File: src/rtl/mseq_pkg.sv
// ---------------------------------------------------------------------------
// mseq_pkg : shared encodings and microword field helpers for micro_sequencer
// Rev 1.0
// ---------------------------------------------------------------------------
`default_nettype none

package mseq_pkg;

   typedef enum logic [1:0] {
      SEQ_NEXT  = 2'b00,
      SEQ_DISP1 = 2'b01,
      SEQ_DISP2 = 2'b10,
      SEQ_FETCH = 2'b11
   } seq_e;

   localparam logic [1:0] SEL_STORE = 2'd0;
   localparam logic [1:0] SEL_D1    = 2'd1;
   localparam logic [1:0] SEL_D2    = 2'd2;
   localparam logic [1:0] SEL_RSVD  = 2'd3;

   localparam logic [2:0] CODE_NOP        = 3'b000;
   localparam logic [2:0] CODE_REG_DST    = 3'b001;
   localparam logic [2:0] CODE_PC_SRC1    = 3'b010;
   localparam logic [2:0] CODE_PC_SRC2    = 3'b011;
   localparam logic [2:0] CODE_MEM_TO_REG = 3'b100;
   localparam logic [2:0] CODE_MEM_WR     = 3'b101;
   localparam logic [2:0] CODE_IR_WR      = 3'b110;
   localparam logic [2:0] CODE_RSVD       = 3'b111;

   // Callers zero-extend the microword to MW_MAX and truncate the result.
   localparam int unsigned MW_MAX = 64;

   function automatic seq_e mw_seq(input logic [MW_MAX-1:0] mw, input int unsigned raw_w);
      return seq_e'(2'(mw >> (raw_w + 3)));
   endfunction

   function automatic logic [2:0] mw_code(input logic [MW_MAX-1:0] mw);
      return 3'(mw);
   endfunction

   function automatic logic [MW_MAX-1:0] mw_raw(input logic [MW_MAX-1:0] mw, input int unsigned raw_w);
      return (mw >> 3) & ((64'(1) << raw_w) - 64'(1));
   endfunction

endpackage

`default_nettype wire

File: src/rtl/ctl_field_decode.sv
// ---------------------------------------------------------------------------
// ctl_field_decode : maps the 3-bit microword code field onto datapath strobes
// Rev 1.0
// ---------------------------------------------------------------------------
`default_nettype none

module ctl_field_decode
   import mseq_pkg::*;
(
   input  logic [2:0] code_i,
   output logic       mem_wr_o,
   output logic       ir_wr_o,
   output logic       memto_reg_o,
   output logic [1:0] pc_src_o,
   output logic       reg_dst_o
);

   always_comb begin
      mem_wr_o    = 1'b0;
      ir_wr_o     = 1'b0;
      memto_reg_o = 1'b0;
      pc_src_o    = 2'b00;
      reg_dst_o   = 1'b0;
      case (code_i)
         CODE_REG_DST:    reg_dst_o   = 1'b1;
         CODE_PC_SRC1:    pc_src_o    = 2'b01;
         CODE_PC_SRC2:    pc_src_o    = 2'b10;
         CODE_MEM_TO_REG: memto_reg_o = 1'b1;
         CODE_MEM_WR:     mem_wr_o    = 1'b1;
         CODE_IR_WR:      ir_wr_o     = 1'b1;
         default:         ;
      endcase
   end

endmodule

`default_nettype wire

File: src/rtl/micro_sequencer.sv
// ---------------------------------------------------------------------------
// micro_sequencer : writable-control-store microsequencer for a multicycle MIPS
// Rev 1.0
// ---------------------------------------------------------------------------
`default_nettype none

module micro_sequencer
   import mseq_pkg::*;
#(
   parameter  int UPC_W = 4,
   parameter  int OP_W  = 6,
   parameter  int RAW_W = 8,
   localparam int MW_W  = 2 + RAW_W + 3,
   localparam int AW    = (UPC_W > OP_W) ? UPC_W : OP_W,
   localparam int DW    = (MW_W > UPC_W + 1) ? MW_W : UPC_W + 1
) (
   input  logic             clk,
   input  logic             rst,
   input  logic             run,
   input  logic             stall,
   input  logic [OP_W-1:0]  opcode,
   input  logic             prog_we,
   input  logic [1:0]       prog_sel,
   input  logic [AW-1:0]    prog_addr,
   input  logic [DW-1:0]    prog_data,
   output logic [UPC_W-1:0] upc,
   output logic             MemWr,
   output logic             IRWr,
   output logic             MemtoReg,
   output logic             RegDst,
   output logic [1:0]       PCSrc,
   output logic [RAW_W-1:0] ctl_raw,
   output logic             illegal_op,
   output logic             prog_err
);

   logic [UPC_W-1:0] upc_q, upc_d;
   logic             prog_err_q;
   logic [MW_W-1:0]  store_q [2**UPC_W];

   logic             w_wr_ok;
   logic             w_active;
   logic [MW_W-1:0]  w_mw;
   seq_e             w_seq;
   logic [2:0]       w_code;
   logic [RAW_W-1:0] w_raw;
   logic [UPC_W-1:0] w_seq_next;
   logic             w_miss;
   logic [UPC_W-1:0] w_disp_tgt [2];
   logic [1:0]       w_disp_vld;

   logic             w_dec_mem_wr, w_dec_ir_wr, w_dec_memto_reg, w_dec_reg_dst;
   logic [1:0]       w_dec_pc_src;

   // Writes land only while halted; rst also blocks them so it wins over prog_we.
   assign w_wr_ok  = prog_we & ~run & ~rst & (prog_sel != SEL_RSVD);
   assign w_active = run & ~rst;

   always_ff @(posedge clk) begin
      if (w_wr_ok && prog_sel == SEL_STORE) begin
         store_q[prog_addr[UPC_W-1:0]] <= prog_data[MW_W-1:0];
      end
   end

   for (genvar t = 0; t < 2; t++) begin : g_disp
      logic [UPC_W-1:0]   tgt_q [2**OP_W];
      logic [2**OP_W-1:0] vld_q;
      logic               w_we;

      assign w_we = w_wr_ok & (prog_sel == ((t == 0) ? SEL_D1 : SEL_D2));

      always_ff @(posedge clk) begin
         if (w_we) begin
            tgt_q[prog_addr[OP_W-1:0]] <= prog_data[UPC_W-1:0];
         end
      end

      // Only the valid bits are reset; targets keep whatever was last written.
      always_ff @(posedge clk) begin
         if (rst) begin
            vld_q <= '0;
         end else if (w_we) begin
            vld_q[prog_addr[OP_W-1:0]] <= prog_data[UPC_W];
         end
      end

      assign w_disp_tgt[t] = tgt_q[opcode];
      assign w_disp_vld[t] = vld_q[opcode];
   end

   assign w_mw   = store_q[upc_q];
   assign w_seq  = mw_seq(MW_MAX'(w_mw), RAW_W);
   assign w_code = mw_code(MW_MAX'(w_mw));
   assign w_raw  = RAW_W'(mw_raw(MW_MAX'(w_mw), RAW_W));

   always_comb begin
      w_seq_next = '0;
      w_miss     = 1'b0;
      case (w_seq)
         SEQ_NEXT:  w_seq_next = upc_q + 1'b1;
         SEQ_DISP1: begin
            if (w_disp_vld[0]) w_seq_next = w_disp_tgt[0];
            else               w_miss     = 1'b1;
         end
         SEQ_DISP2: begin
            if (w_disp_vld[1]) w_seq_next = w_disp_tgt[1];
            else               w_miss     = 1'b1;
         end
         default:   w_seq_next = '0;
      endcase
   end

   always_comb begin
      upc_d = upc_q;
      if (!run) begin
         upc_d = '0;
      end else if (!stall) begin
         upc_d = w_seq_next;
      end
   end

   always_ff @(posedge clk) begin
      if (rst) begin
         upc_q      <= '0;
         prog_err_q <= 1'b0;
      end else begin
         upc_q      <= upc_d;
         prog_err_q <= prog_we & (run | (prog_sel == SEL_RSVD));
      end
   end

   ctl_field_decode u_dec (
      .code_i      (w_code),
      .mem_wr_o    (w_dec_mem_wr),
      .ir_wr_o     (w_dec_ir_wr),
      .memto_reg_o (w_dec_memto_reg),
      .pc_src_o    (w_dec_pc_src),
      .reg_dst_o   (w_dec_reg_dst)
   );

   // A stalled IR write would latch a not-yet-valid memory word, so IRWr is masked.
   assign upc        = upc_q;
   assign MemWr      = w_active & w_dec_mem_wr;
   assign IRWr       = w_active & ~stall & w_dec_ir_wr;
   assign MemtoReg   = w_active & w_dec_memto_reg;
   assign RegDst     = w_active & w_dec_reg_dst;
   assign PCSrc      = {2{w_active}} & w_dec_pc_src;
   assign ctl_raw    = {RAW_W{w_active}} & w_raw;
   assign illegal_op = w_active & ~stall & w_miss;
   assign prog_err   = prog_err_q;

endmodule

`default_nettype wire

File: config.mk
export PLATFORM = sky130hd
export DESIGN_NAME = micro_sequencer
export DESIGN_NICKNAME = d
export VERILOG_FILES = /design/src/rtl/mseq_pkg.sv /design/src/rtl/ctl_field_decode.sv /design/src/rtl/micro_sequencer.sv
export SDC_FILE = /design/constraint.sdc
export NUM_CORES = 1
export LEC_CHECK = 0
export BUFFER_PORTS_ARGS = -buffer_cell sky130_fd_sc_hd__buf_4
export CORE_MARGIN = 4
export CORE_UTILIZATION = 55
export DETAILED_ROUTE_END_ITERATION = 10
export PLACE_DENSITY = 0.71
export REMOVE_ABC_BUFFERS = 1
export SLEW_MARGIN = 5
export SYNTH_ARGS = -nofsm -noshare
export SYNTH_HDL_FRONTEND = slang
export SYNTH_SLANG_ARGS = --single-unit
File: constraint.sdc
create_clock -name clk -period 5.8 [get_ports clk]
set_input_delay 0.87 -clock clk [delete_from_list [all_inputs] [get_ports clk]]
set_output_delay 0.87 -clock clk [all_outputs]
set_load 0.01 [all_outputs]
==> impl_metrics.env <==
export IMPL_busiest_layer="met2"
export IMPL_max_clock_freq_mhz=207
export IMPL_grt_pass1_vias=18700
export IMPL_syn2layout_area_growth_pct=11.1
export IMPL_drc=0
export IMPL_ant_nets=0
export IMPL_path_class="input pin to primary output"
export IMPL_io_pins=52
export IMPL_grt_max_degree=99
export IMPL_fp_dieW_microns=258
export IMPL_path_max_fanout=67
export IMPL_ir_drop_mv=0.256
export IMPL_htreeDepth=3
export IMPL_min_period_ns=4.83
export IMPL_grt_util_all_layers_pct=24.0
export IMPL_period_share_pct=83.2
export IMPL_min_path_cells=2
export IMPL_p_sw_share_pct=20.9
export IMPL_p_leak_nw=11.9
export IMPL_synth_xor_area_share_pct=0.0255
export IMPL_path_clk_slew_ns=0.06
export IMPL_synth_compound_area_share_pct=4.34
export IMPL_fp_dieH_microns=258
export IMPL_worstPathRequired_ns=4.93
export IMPL_cap_violations=0
export IMPL_comb_power_share_pct=4.0
export IMPL_final_common_cell="edfxtp_1"
export IMPL_rows=91
export IMPL_cpMostUsedCell="buf_4"
export IMPL_ys_seq_area_share_pct=70.8
export IMPL_internal_power_mw=9.97
export IMPL_synth_simple_area_share_pct=4.87
export IMPL_preCtsSetupSlack_ns=1.05
export IMPL_grt_overflow=0
export IMPL_cts_sinks=857
export IMPL_start_util_pct=55.6
export IMPL_startpoint_type="input pin"
export IMPL_fp_coreArea_sq_um=61800
export IMPL_syn_inst=1971
export IMPL_die_area_sq_um=66600
export IMPL_dr_pass1_iters=8
export IMPL_nNetsFinal=2053
export IMPL_layout_drive_gt1_share_pct=21.0
export IMPL_clk_latency_ns=0.62
export IMPL_synth_top_cell_by_area="edfxtp_1"
export IMPL_cts_tree="done"
export IMPL_ys_flop_type="edfxtp_1"
export IMPL_p_sw_mw=2.63
export IMPL_slowest_delay_ns=0.65
export IMPL_wl_per_cell_microns=27.1
export IMPL_hp_class="flop to flop"
export IMPL_synth_mux_area_fraction_pct=17.5
export IMPL_hold_ws_ns=0.477
export IMPL_detailed_place_hpwl_microns=47200
export IMPL_globalRouteMet2Util_pct=36.4
export IMPL_port_buffers=51
export IMPL_async_reset_ff_share_pct=0
export IMPL_skew_ns=0.0181
export IMPL_hold_viol=0
export IMPL_gp_congestion=0.927
export IMPL_postLayoutSetupSlackWorst_ns=0.973
export IMPL_reg2regPathDepth=7
export IMPL_arrival_ns=3.96
export IMPL_syn_avg_cell_area_sq_um=17.5
export IMPL_ctsResizeCount=0
export IMPL_synth_top_family_by_area="multiplexers"
export IMPL_cts_made_buffers=87
export IMPL_ys_ff_latch=857
export IMPL_antenna_found_initial=0
export IMPL_p_per_area_nw_per_um2=329
export IMPL_netlist_area_sq_um=34400
export IMPL_synth_top_area_share_pct=62.9
export IMPL_grt_pass1_wl_microns=119000
export IMPL_slew_violations=0
export IMPL_cts_hold_buffers=0
export IMPL_grt_use_met1_pct=35.8
export IMPL_outcome="complete, no violations"
export IMPL_synth_edf_count=720
export IMPL_drtIter0Drc=2401
export IMPL_relSlewSlack_pct=26.1
export IMPL_worst_pin_slew_ns=1.11
export IMPL_yosys_top_cells_area="edfxtp_1, mux4_2, dfxtp_1, nor2_1, mux2i_1"
export IMPL_ys_types=56
export IMPL_yosysWarningCount=0
export IMPL_worstHoldStart="g_disp[0].vld_q[33]"
export IMPL_hold_end="g_disp[0].vld_q[33]"
export IMPL_met3_usage_pct=4.63
export IMPL_crit_chain="buf_8 -> mux4_1 -> mux4_2 -> mux2i_1 -> a32oi_1 -> nor2b_1 -> a21oi_1 -> nor4b_1 -> buf_4 -> buf_4"
export IMPL_slowest_stage="mux4_1"
export IMPL_post_cts_setup_buffer_count=0
export IMPL_r2r_slack_ns=2.60
export IMPL_pwr_share_seq_pct=53.0
export IMPL_drt_wl_total_microns=79200
export IMPL_layout_common_cells="edfxtp_1, nor2_1, mux4_2"
export IMPL_power_share_clock_pct=43.0
export IMPL_setup_tns_ns=0
export IMPL_clock_tree_buffer_depth=3
export IMPL_synthAdderAreaFrac_pct=0.182
export IMPL_worstSetupEndpointType="primary output"
export IMPL_vias_per_cell=6.40
export IMPL_num_vias=18700
export IMPL_final_setup_viol_count=0
export IMPL_clockRootBuffer="clkbuf_16"
export IMPL_rsz0062_at_grt="false"
[power groups by stage]
| stage | clock [mW] | sequential, mW | combinational (mW) |
|---|---|---|---|
| floorplan | 0 | 6.81 | 0.198 |
| global placement | 0 | 6.81 | 0.489 |
| detailed placement | 0 | 6.81 | 0.499 |
| CTS | 5.48 | 6.68 | 0.501 |
| global route | 5.77 | 6.67 | 0.533 |
| finish | 5.41 | 6.68 | 0.504 |
[through the flow]
step                      cell area, sq um  power [mW]  instances  util [%]
final                                38200        12.6       2924      61.8
after global routing                 38200        13.0       2922      61.8
after CTS                            38200        12.7       2922      61.8
after detailed placement             35400        7.31       2764      57.3
after global placement               35400        7.30       2764      57.3
after floorplan                      33700        7.01       1831         -
[synthesized netlist by cell type (2+ instances only)]
cell type    n
a221oi_1     7
a21oi_1     90
nor3b_1      4
buf_2       30
buf_8        2
or3_1        5
o221ai_1     4
clkbuf_1    82
nor2b_1     17
nor4_1       2
nand2_1    109
buf_1        8
a22o_1       4
buf_4        7
buf_12       6
a31oi_1      4
a2111oi_0    3
nand3_1     11
ha_1         5
and2_1      11
a311o_1      2
buf_6        3
o211ai_1     2
mux2i_1     72
nor3_1       5
a211oi_1     8
o21ai_0     80
dfxtp_1    137
mux4_2     198
a222oi_1     2
o2111ai_1    4
or4_1        4
clkbuf_2     2
edfxtp_1   720
inv_1       10
mux2_2      14
a22oi_1     21
o2111a_1     2
nand2b_1    11
mux4_1      26
nor2_1     213
o22ai_1     10
[how the worst max path moves through the flow]
| stage | startpoint | end | slack, ns | cells after the start |
|---|---|---|---|---|
| after floorplan | flop | illegal_op | 0.64 | 7 |
| after global placement | opcode[0] | illegal_op | 1.02 | 10 |
| after detailed placement | opcode[0] | illegal_op | 1.05 | 10 |
| after CTS | opcode[0] | illegal_op | 1.04 | 10 |
| after global routing | opcode[0] | illegal_op | 0.91 | 10 |
| final | opcode[0] | illegal_op | 0.97 | 10 |
[layout make-up]
type	count	area, sq um
Sequential cell	857	24400
Tap cell	837	1050
Antenna cell	2	5.00
Clock buffer	109	2370
Clock inverter	49	394
Fill cell	4319	23600
Inverter	10	37.5
Timing Repair Buffer	96	732
Multi-Input combinational cell	964	9260
[cell families (layout without fill, tap and decap cells)]
logic type | after synthesis | in the layout
AO/OA/AOI/OAI | 251 | 251
buffers and inverters | 150 | 264
XOR/XNOR | 1 | 1
flip-flops | 857 | 857
multiplexers | 310 | 310
other | 0 | 2
AND/OR/NAND/NOR | 397 | 397
adder cells (fa/ha/maj) | 5 | 5
[state kept, by name, summed over array words and instances (netlist names), named ones only]
register / count
g_disp.vld_q: 128
store_q: 208
g_disp.tgt_q: 512
prog_err: 1
upc: 4
[per-layer routing]
| layer | vias to the layer above | part of all wire, % |
|---|---|---|
| li1 | 7916 | - |
| met1 | 9686 | 41 |
| met2 | 941 | 46 |
| met3 | 166 | 9.3 |
| met4 | 0 | 2.8 |
| met5 | - | 0 |
[critical path: cells and delay by family]
| kind | cells | cell delay [ns] |
|---|---|---|
| and+or+nand+nor | 2 | 0.63 |
| muxes | 3 | 1.33 |
| buffers and inverters | 3 | 0.80 |
| AOI/OAI and AO/OA | 2 | 0.22 |
No activity file was read; power rests on OpenSTA's default activity.
